==> config.mk <==
export PLATFORM = sky130hd
export DESIGN_NAME = verificador_m_de_n
export DESIGN_NICKNAME = d
export VERILOG_FILES = /design/src/rtl/verificador_pkg.sv /design/src/rtl/verificador_m_de_n_contador_uns.sv /design/src/rtl/verificador_m_de_n.sv
export SDC_FILE = /design/constraint.sdc
export NUM_CORES = 1
export LEC_CHECK = 0
export ABC_AREA = 1
export BUFFER_PORTS_ARGS = -buffer_cell sky130_fd_sc_hd__buf_2
export CAP_MARGIN = 5
export CORE_ASPECT_RATIO = 0.5
export CORE_MARGIN = 2
export CORE_UTILIZATION = 25
export CTS_BUF_LIST = sky130_fd_sc_hd__clkbuf_4
export CTS_CLUSTER_DIAMETER = 100
export DETAILED_ROUTE_END_ITERATION = 7
export PLACE_DENSITY = 0.53
export SETUP_SLACK_MARGIN = 0.4
export SYNTH_ARGS = -nofsm -noshare
export SYNTH_HDL_FRONTEND = slang
export SYNTH_SLANG_ARGS = --single-unit
==> constraint.sdc <==
create_clock -name clk -period 2.85 [get_ports clk]
set_input_delay 0.57 -clock clk [delete_from_list [all_inputs] [get_ports clk]]
set_output_delay 0.57 -clock clk [all_outputs]
set_load 0.05 [all_outputs]
==> src/rtl/verificador_pkg.sv <==
// Shared parameters, width helper and count type for the M-of-N code checker.
package verificador_pkg;

    localparam int unsigned DEF_N         = 5;
    localparam int unsigned DEF_M         = 2;
    localparam int unsigned DEF_CNT_W     = 8;
    localparam int unsigned DEF_ALARM_RUN = 3;

    // Bits needed to hold a count of 0..n ones.
    function automatic int unsigned cw(input int unsigned n);
        return $clog2(n + 1);
    endfunction

    typedef logic [cw(DEF_N)-1:0] count_t;

endpackage

==> src/rtl/verificador_m_de_n_contador_uns.sv <==
// Combinational popcount of a W-bit slice, one adder stage per input bit.
module contador_uns
    import verificador_pkg::*;
#(
    parameter int unsigned W = 5
) (
    input  logic [W-1:0]     bits,
    output logic [cw(W)-1:0] count
);

    localparam int unsigned OW = cw(W);

    always_comb begin
        count = '0;
        for (int unsigned i = 0; i < W; i++) begin
            count = count + OW'(bits[i]);
        end
    end

endmodule

==> src/rtl/verificador_m_de_n.sv <==
// Streaming M-of-N code checker: two-stage popcount pipeline with valid/ready
// handshakes, saturating error counter and sticky burst alarm.
module verificador_m_de_n
    import verificador_pkg::*;
#(
    parameter int unsigned N         = DEF_N,
    parameter int unsigned M         = DEF_M,
    parameter int unsigned CNT_W     = DEF_CNT_W,
    parameter int unsigned ALARM_RUN = DEF_ALARM_RUN
) (
    input  logic             clk,
    input  logic             rst_n,
    input  logic             in_valid,
    output logic             in_ready,
    input  logic [N-1:0]     in_code,
    output logic             out_valid,
    input  logic             out_ready,
    output logic             out_erro,
    output logic [cw(N)-1:0] out_count,
    output logic [CNT_W-1:0] err_total,
    output logic             alarm,
    input  logic             clr_stats
);

    localparam int unsigned CW   = cw(N);
    localparam int unsigned LO_W = N / 2;
    localparam int unsigned HI_W = N - N / 2;
    localparam int unsigned LCW  = cw(LO_W);
    localparam int unsigned HCW  = cw(HI_W);
    localparam logic [7:0]  AR8  = 8'(ALARM_RUN);

    if (N < 2 || N > 32 || M > N || ALARM_RUN < 1 || ALARM_RUN > 255 || CNT_W < 1) begin : g_bad_params
        $error("verificador_m_de_n: illegal parameter combination");
    end

    logic [LCW-1:0] lo_c, s1_lo;
    logic [HCW-1:0] hi_c, s1_hi;
    logic           s1_v;
    logic [CW-1:0]  sum;
    logic           adv1, adv2, out_xfer;
    logic [7:0]     run;

    contador_uns #(.W(LO_W)) u_lo (.bits(in_code[LO_W-1:0]), .count(lo_c));
    contador_uns #(.W(HI_W)) u_hi (.bits(in_code[N-1:LO_W]), .count(hi_c));

    always_comb begin
        adv2     = !out_valid || out_ready;
        adv1     = !s1_v || adv2;
        in_ready = adv1;
        out_xfer = out_valid && out_ready;
        sum      = CW'(s1_lo) + CW'(s1_hi);
    end

    always_ff @(posedge clk or negedge rst_n) begin
        if (!rst_n) begin
            s1_v  <= 1'b0;
            s1_lo <= '0;
            s1_hi <= '0;
        end else if (adv1) begin
            s1_v <= in_valid;
            if (in_valid) begin
                s1_lo <= lo_c;
                s1_hi <= hi_c;
            end
        end
    end

    always_ff @(posedge clk or negedge rst_n) begin
        if (!rst_n) begin
            out_valid <= 1'b0;
            out_count <= '0;
            out_erro  <= 1'b0;
        end else if (adv2) begin
            out_valid <= s1_v;
            if (s1_v) begin
                out_count <= sum;
                out_erro  <= (sum != CW'(M));
            end
        end
    end

    // A clear wins over a simultaneous delivery; that word is not counted.
    always_ff @(posedge clk or negedge rst_n) begin
        if (!rst_n) begin
            err_total <= '0;
            run       <= '0;
            alarm     <= 1'b0;
        end else if (clr_stats) begin
            err_total <= '0;
            run       <= '0;
            alarm     <= 1'b0;
        end else if (out_xfer) begin
            if (out_erro) begin
                if (err_total != '1) begin
                    err_total <= err_total + CNT_W'(1);
                end
                if (run != AR8) begin
                    run <= run + 8'd1;
                end
                if (run >= AR8 - 8'd1) begin
                    alarm <= 1'b1;
                end
            end else begin
                run <= '0;
            end
        end
    end

endmodule

# Word-level counts from Yosys, hierarchy flattened
# Index checks and enable logic that the tools add are counted.
[classes] reduce_logical=14 n_lt_le_gt_ge=1 n_eq_ne=4 n_mux=12 addsub=6
[ops] operator="$mux 8" n=8
[ops] operator="$add 8x1->8 const B" n=2
[ops] operator="$ge 8x2->1 const B" n=1
[ops] operator="$ne 8x2->1 const B" n=1
[ops] operator="$ne 8x8->1 const B" n=1
[ops] operator="$reduce_bool 2->1" n=4
[ops] operator="$reduce_and 2->1" n=3
[ops] operator="$reduce_and 3->1" n=2
[ops] operator="$add 1x1->2" n=2
[ops] operator="$mux 1" n=4
[ops] operator="$add 2x2->3" n=1
[ops] operator="$ne 3x1->1 const B" n=1
[ops] operator="$ne 3x2->1 const B" n=1
[ops] operator="$add 2x1->2" n=1
[ops] operator="$logic_not 1->1" n=2
[ops] operator="$logic_or 1x1->1" n=2
[ops] operator="$logic_and 1x1->1" n=1
[word_totals] register_bits=27 word_cells=46 out_inout_bits=15

# Depth between registers and ports, before layout
# Gate-level depths: netlist (run 1).
[logic_depth] word_depth=5 ltp_mapped=9 depth_no_buf=8

# By module
# A second synthesis (run 1) with hierarchy kept.
[unflattened] cells_unflattened=202 hier_area_um2=1569.0
[by_module_without_submodules] mod="verificador_m_de_n" n_inst=1 cells_per_inst=200 area_per_inst_um2=1536.5
[by_module_without_submodules] mod="contador_uns at u_hi" n_inst=1 cells_per_inst=1 area_per_inst_um2=20.0
[by_module_without_submodules] mod="contador_uns at u_lo" n_inst=1 cells_per_inst=1 area_per_inst_um2=12.5

# Worst setup path after synthesis (run 1)
# No wires, ideal clock.
[synth_path] kind="register to register" from="reg out_valid" to="reg s1_hi[0]" setup_slack_ns=0.791 path_stages_with_launch=4 n_path_buf=0 arrival_time_ns=1.934 t_required_ns=2.725 setup_ns=0.125 path_cell_list="dfrtp_1 nand3_1 nand2_1 mux2_2"
[synth_via] elab_chain_len=4
[synth_rtl] element="start: declaration" line_no="verificador_m_de_n.sv:16" source="output logic out_valid,"
[synth_rtl] element="start signal: assignment" line_no="verificador_m_de_n.sv:74" source="out_valid <= s1_v;"
[synth_rtl] element="$logic_not 1->1" line_no="verificador_m_de_n.sv:47" source="adv2 = !out_valid || out_ready;"
[synth_rtl] element="$logic_or 1x1->1" line_no="verificador_m_de_n.sv:47"
[synth_rtl] element="$logic_or 1x1->1" line_no="verificador_m_de_n.sv:48" source="adv1 = !s1_v || adv2;"
[synth_rtl] element="via in_ready" line_no="verificador_m_de_n.sv:14" source="output logic in_ready,"
[synth_rtl] element="$reduce_and 2->1 (no line)"
[synth_rtl] element="end signal: assignment" line_no="verificador_m_de_n.sv:63" source="s1_hi <= hi_c;"
[synth_rtl] element="end: declaration" line_no="verificador_m_de_n.sv:37" source="logic [HCW-1:0] hi_c, s1_hi;"
# The timed path passes the listed nets, and every way through them passes these cells.
# A chain may end at the register's enable or synchronous reset.

# Final worst setup path (run 1)
[layout_path] from="reg out_valid" to="out in_ready"
[layout_via] elab_chain_len=3
[layout_rtl] element="$logic_not 1->1" line_no="verificador_m_de_n.sv:47"
[layout_rtl] element="$logic_or 1x1->1" line_no="verificador_m_de_n.sv:47"
[layout_rtl] element="$logic_or 1x1->1" line_no="verificador_m_de_n.sv:48"
[layout_rtl] element="end: declaration" line_no="verificador_m_de_n.sv:14"
# No other way between the ends.

==> results.md, run 1 <==
* Met1 Usage GRT at 0.130
* Post_cts resized at 0
* Commonest non-fill, non-tap cell in the layout: nand2_1
* Worst-margin pin slew at slightly above 0.6 ns
* Combinational power share at 0.392
* Non-Filler Instances at approximately 300
* Switch share at 0.443
* Mapped Cells at between 150 and 200
* Skew final at ~0.0083 ns
* Initial detailed-routing violation count at 54
* I/O pins at 25
* Final period utilization at 0.613
* IO Port Bufs at 24
* Hold Fails Final Rpt at 0
* Synthesis-to-layout area growth at 14.6%
* Routed vias at about 1300
* Critical-path cell list: nand3_1 > buf_2
* Final TNS setup at 0 ns
* Gpl congestion at around 0.78
* Max rail drop VDD at between 0.2 and 0.25 mV
* Share of power burned in registers at 0.452
* Die area at just under 7000 um^2
* ANT nets after route at 0
* Synth Flop Type: dfrtp_1
* Unrepaired setup endpoints after global routing: no
* Met3 usage at 0.0225
* Internal Power at 0.644 mW
* Antenna diodes at 0
* MaxCap Viol Count at 0
* Hold slack at 0.237 ns
* H-tree lvl count at 1
* TritonCTS clock tree: built
* Avg Inst Size Synth at 8.18 um^2
* Core ar. at ~6000 um^2
* Yosys reg bits at 27
* Fmax at roughly 570 MHz
* Die Y at around 60 um
* CTS Sinks at 27
* CP arrival at 1.18 ns
* Net Count, Synth at approximately 210
* Row count at 20
* Hold Crit Class: input pin to asynchronous set/reset pin
* Sequential share of the synthesized area at 0.437
* Initial core utilization at 0.256
* Synth Warn # at 0
* Worst path required time at between 2 and 2.5 ns
* HPWL after detailed placement at 2.37 mm
* Congestion Overflow GR at 0
* Clock share of power at 0.155
* GRT Util Overall at 0.0987
* First-pass GRT wire length at ~5.3 mm
* Critical Path Fanout Max at 5
* Vias/cell at approximately 4.2
* Routed wire per std cell at 10.1 um
* Die width at approximately 120 um
* Final setup viols at 0
* Largest net degree at the start of global routing at 28
* Worst-Skew Late Latency at about 0.33 ns
* Most Crowded Layer GR: met2
* Post-synthesis async set-or-reset flop share at 1.00
* Hold Buf Count CTS at 0
* Net Sw Power at 0.513 mW
* WL final at 3.05 mm
* Critical path's largest stage delay at about 0.44 ns
* Number of buffers created by CTS at 3
* CP startpoint kind: flip-flop
* Setup bufs post-CTS at 0
* Root buf cell: clkbuf_4
* Commonest cells after routing, fill and taps aside: 54 x nand2_1, 27 x dfrtp_1, 26 x nor2_1, 24 x buf_2, 16 x nand3_1
* Layout net count at between 200 and 250
* Outcome: complete, no violations
* Slew Limit Fails at 0
* Core Util, Final at 0.294
* Vias in the first global route at about 1200
* Tmin final at between 1.5 and 2 ns
* Crit path kind: flip-flop to output pin
* DR pass1 iterations at 4
* Crit end category: output pin
* Lkg Pwr at about 0.91 nW
* Number of unique standard cell types used by synthesis at 28
* CTS clock-pin slew for the worst setup and hold paths at around 0.15 ns
* EDFF count, synth at 0
* Drc violations at 0
* Fraction of layout cells with a size suffix above 1 at 0.211
* Placed Instances at between 200 and 300
* Initial antenna violation count at 0
* PwrDens at about 650 nW/um^2
* Mapped cell area at 1550 um^2
* Met2 usage at 0.169
* Clk buf depth at 2
* Slew Limit Headroom at 0.585
* CP max stage cell: dfrtp_1
==> kinds of logic (layout without fill, tap and decap cells) <==
| logic type | count (synthesis) | after routing | share of synthesized area |
|---|---|---|---|
| muxes | 2 | 2 | 0.0146 |
| DFF | 27 | 27 | 0.437 |
| xor gates and xnor gates | 5 | 5 | 0.0283 |
| adders and majority gates | 7 | 7 | 0.0663 |
| and+or+nand+nor | 108 | 108 | 0.303 |
| AOI/OAI and AO/OA | 19 | 19 | 0.0874 |
| buffers and inverters | 21 | 45 | 0.0631 |
==> registers in the layout, summed over array words and instances, names as in the netlist <==
| name | count |
|---|---|
| out_count | 3 |
| s1_hi | 2 |
| alarm | 1 |
| s1_v | 1 |
| run | 8 |
| out_valid | 1 |
| out_erro | 1 |
| s1_lo | 2 |
| err_total | 8 |
==> worst max-delay path: cells and delay by family (launching register included) <==
kind	cells	cell delay (ns)
simple gates	1	0.14
flops	1	0.44
buf+inv	1	0.28
==> stage by stage <==
step | power [mW] | cell area (um^2) | worst slack [ns]
after global placement | 0.980 | 1740 | 1.12
after global routing | 1.25 | 1770 | 1.04
after floorplan | 0.876 | 1550 | 0.791
final | 1.16 | 1770 | 1.10
after CTS | 1.18 | 1770 | 1.08
after detailed placement | 0.989 | 1740 | 1.06
==> cell type report <==
cell class                      instances  area, um^2
Multi-Input combinational cell        141         773
Clock buffer                            4        30.0
Timing Repair Buffer                   24         120
Fill cell                             657        4260
Inverter                               17        63.8
Sequential cell                        27         676
Tap cell                               88         110
==> Yosys cell counts, types with 3 or more instances <==
library cell | number | area share
o21ai_2 | 6 | 0.034
inv_1 | 15 | 0.036
nand2_1 | 54 | 0.13
xor2_1 | 5 | 0.028
ha_1 | 5 | 0.040
o21bai_1 | 3 | 0.015
nand4_1 | 3 | 0.012
dfrtp_1 | 27 | 0.44
a21oi_1 | 5 | 0.016
nor2_1 | 26 | 0.063
nand3_1 | 16 | 0.052
==> routing by layer <==
| metal | vias up | part of all wire |
|---|---|---|
| met4 | 0 | 0.0082 |
| met2 | 15 | 0.48 |
| met1 | 582 | 0.48 |
| met3 | 2 | 0.032 |
| li1 | 652 | - |
| met5 | - | 0 |
==> power groups by stage <==
stage | logic (mW) | clock network, mW | registers [mW]
final | 0.454 | 0.179 | 0.523
after global routing | 0.503 | 0.206 | 0.538
after detailed placement | 0.458 | 0 | 0.532
after CTS | 0.460 | 0.191 | 0.524
after global placement | 0.451 | 0 | 0.529
after floorplan | 0.200 | 0 | 0.676
==> final timing paths <==
check                                          from                       end  slack, ns  cells past startpoint
max                           out_valid$_DFFE_PN0P_                  in_ready       1.10                      2
min reg2reg                out_count[1]$_DFFE_PN0P_  out_count[1]$_DFFE_PN0P_       0.50                      2
max reg2reg                err_total[0]$_DFFE_PN0P_  err_total[0]$_DFFE_PN0P_       1.22                      8
max in group asynchronous                     rst_n     out_valid$_DFFE_PN0P_       2.21                      1
min in group clk                          clr_stats         alarm$_DFFE_PN0P_       0.50                      2
min                                           rst_n        run[7]$_DFFE_PN0P_       0.24                      1
(Power assumes the default switching activity.)
==> inputs of run 2 (changes only) <==
- PLACE_DENSITY: 0.53 -> 0.54
- clock period: 2.85 -> 1.5 ns (I/O delays scaled with it)
==> run 2 against run 1 <==
- via count grew 15%
- clock skew is 0.0055 ns lower
- die area did not move
- first-iteration DRC count decreased by 44%
- routed wire length increased by 28%
- setup slack lost 0.97 ns
- flip-flop and latch count unchanged
- core utilization is 10 points higher
- combinational power grew to 3.3 times the previous value
- final cell count up 13%
- highest routed layer unchanged
==> results.md, run 2 (synthesized netlist as in run 1, its figures left out) <==
* Slew Limit Headroom at 0.582
* GRT Util Overall at 0.115
* Finished Cell Area at 2390 um^2
* Dpl ws at between 0.1 and 0.15 ns
* CTS Sinks at 27
* Outcome: complete, no violations
* Skew final at 0.00279 ns
* Commonest non-fill, non-tap cell in the layout: nand2_1
* Fillers at 579
* Unrepaired setup endpoints after global routing: yes
* Synthesis-to-layout area growth at 54.8%
* Final setup viols at 0
* Die area at approximately 6900 um^2
* Commonest cells after routing, fill and taps aside: 33 x nand2_1, 28 x buf_4, 22 x nor2_1, 21 x buf_6, 18 x dfrtp_1
* H-tree lvl count at 1
* Routed vias at approximately 1400
* Gpl congestion at 0.820
* Placed Instances at around 300
* Initial core utilization at 0.256
* I/O pins at 25
* Crit path kind: flip-flop to output pin
* Hold Crit Class: input pin to flip-flop
* HPWL after detailed placement at 2.53 mm
* Non-Filler Instances at ~340
* Root buf cell: clkbuf_4
* WL final at ~3.9 mm
* Worst path required time at about 1.2 ns
* MaxCap Viol Count at 0
* Core ar. at a little over 6000 um^2
* DR pass1 iterations at 3
* DP Area at ~1900 um^2
* IO Port Bufs at 24
* Power Total at around 2.9 mW
* Vias/cell at ~4.2
* PwrDens at between 1000 and 1500 nW/um^2
* Worst setup margin at approximately 0.13 ns
* Final period utilization at 0.911
* Drc violations at 0
* Fraction of layout cells with a size suffix above 1 at 0.498
* CP startpoint kind: flip-flop
* Slew Limit Fails at 0
* CP arrival at 1.07 ns
* Layout net count at approximately 270
* Initial antenna violation count at 0
* Routed wire per std cell at between 10 and 15 um
* Fmax at 731 MHz
* Tmin final at 1.37 ns
* Row count at 20
* Clk buf depth at 2
* ANT nets after route at 0
* Lkg Pwr at ~1.2 nW
* Max rail drop VDD at 0.517 mV
* Regs by FF count: err_total: 8 flops, run: 8 flops, out_count: 3 flops
* Die Y at slightly below 60 um
* Hold Fails Final Rpt at 0
* Crit end category: output pin
* Congestion Overflow GR at 0
* Final TNS setup at 0 ns
* Antenna diodes at 0
* Largest net degree at the start of global routing at 28
* First-pass GRT wire length at roughly 6.3 mm
* Worst-margin pin slew at between 0.6 and 0.7 ns
* Worst-Skew Late Latency at approximately 0.33 ns
* Vias in the first global route at approximately 1400
* Die width at 115 um
* Initial detailed-routing violation count at 30
* TritonCTS clock tree: built
* Critical Path Fanout Max at 3
* Number of buffers created by CTS at 3
* CTS clock-pin slew for the worst setup and hold paths at 0.16 ns
-- run 2: cell count changes in the layout (fill, tap and decap cells not counted), sizes merged --
cell         delta
clkinvlp        +1
clkbuf          -1
buf            +37
dlygate4sd3     +1
-- run 2: power by group --
| group | internal, mW | switching (mW) |
|---|---|---|
| clock network | 0.102 | 0.237 |
| logic | 0.676 | 0.838 |
| registers | 0.870 | 0.134 |
-- run 2: cell type report --
type / instances / area, um^2 / share of cell area
Timing Repair Buffer: 62 / 547 / 0.228
Multi-Input combinational cell: 141 / 948 / 0.396
Tap cell: 88 / 110 / 0.0460
Clock inverter: 1 / 7.51 / 0.00314
Clock buffer: 3 / 22.5 / 0.00941
Sequential cell: 27 / 687 / 0.287
Inverter: 17 / 71.3 / 0.0298
-- run 2: worst paths after layout --
path / startpoint / endpoint / slack, ns / depth (start not counted)
setup / recovery: err_total[0]$_DFFE_PN0P_ / err_total[0] / 0.13 / 2
hold / removal: in_valid / s1_v$_DFFE_PN0N_ / 0.21 / 3
setup reg to reg: err_total[1]$_DFFE_PN0P_ / err_total[5]$_DFFE_PN0P_ / 0.14 / 8
hold reg to reg: s1_hi[0]$_DFFE_PN0P_ / s1_hi[0]$_DFFE_PN0P_ / 0.55 / 1
max in group asynchronous: rst_n / err_total[5]$_DFFE_PN0P_ / 0.56 / 2
min in group asynchronous: rst_n / s1_hi[0]$_DFFE_PN0P_ / 0.49 / 2
-- run 2: critical path, cell delays in order, from the launching register on --
cell	delay, ns
dfrtp_2	0.47
buf_6	0.13
buf_8	0.14
-- run 2: layer usage --
layer	vias to the layer above	track usage	routed length, um
met3	4	0.0225	72
li1	731	-	-
met2	11	0.209	2010
met4	0	0.0241	40
met1	690	0.145	1780
met5	-	0	0
-- run 2: stage by stage --
step	util	hold slack, ns
final	0.397	0.210
after floorplan	-	0.00441
after global placement	0.308	0.356
after detailed placement	0.308	0.358
after global routing	0.397	0.196
after CTS	0.367	0.204
-- run 2: timing repair --
item / in CTS / in global routing
resized for setup: 52 / 28
pin swaps: 9 / 11
buffers inserted: 20 / 10
setup endpoints to repair: 37 / 37
endpoints found under the hold margin: 27 / 0
cloned: 1 / 0
hold buffers: 1 / 0
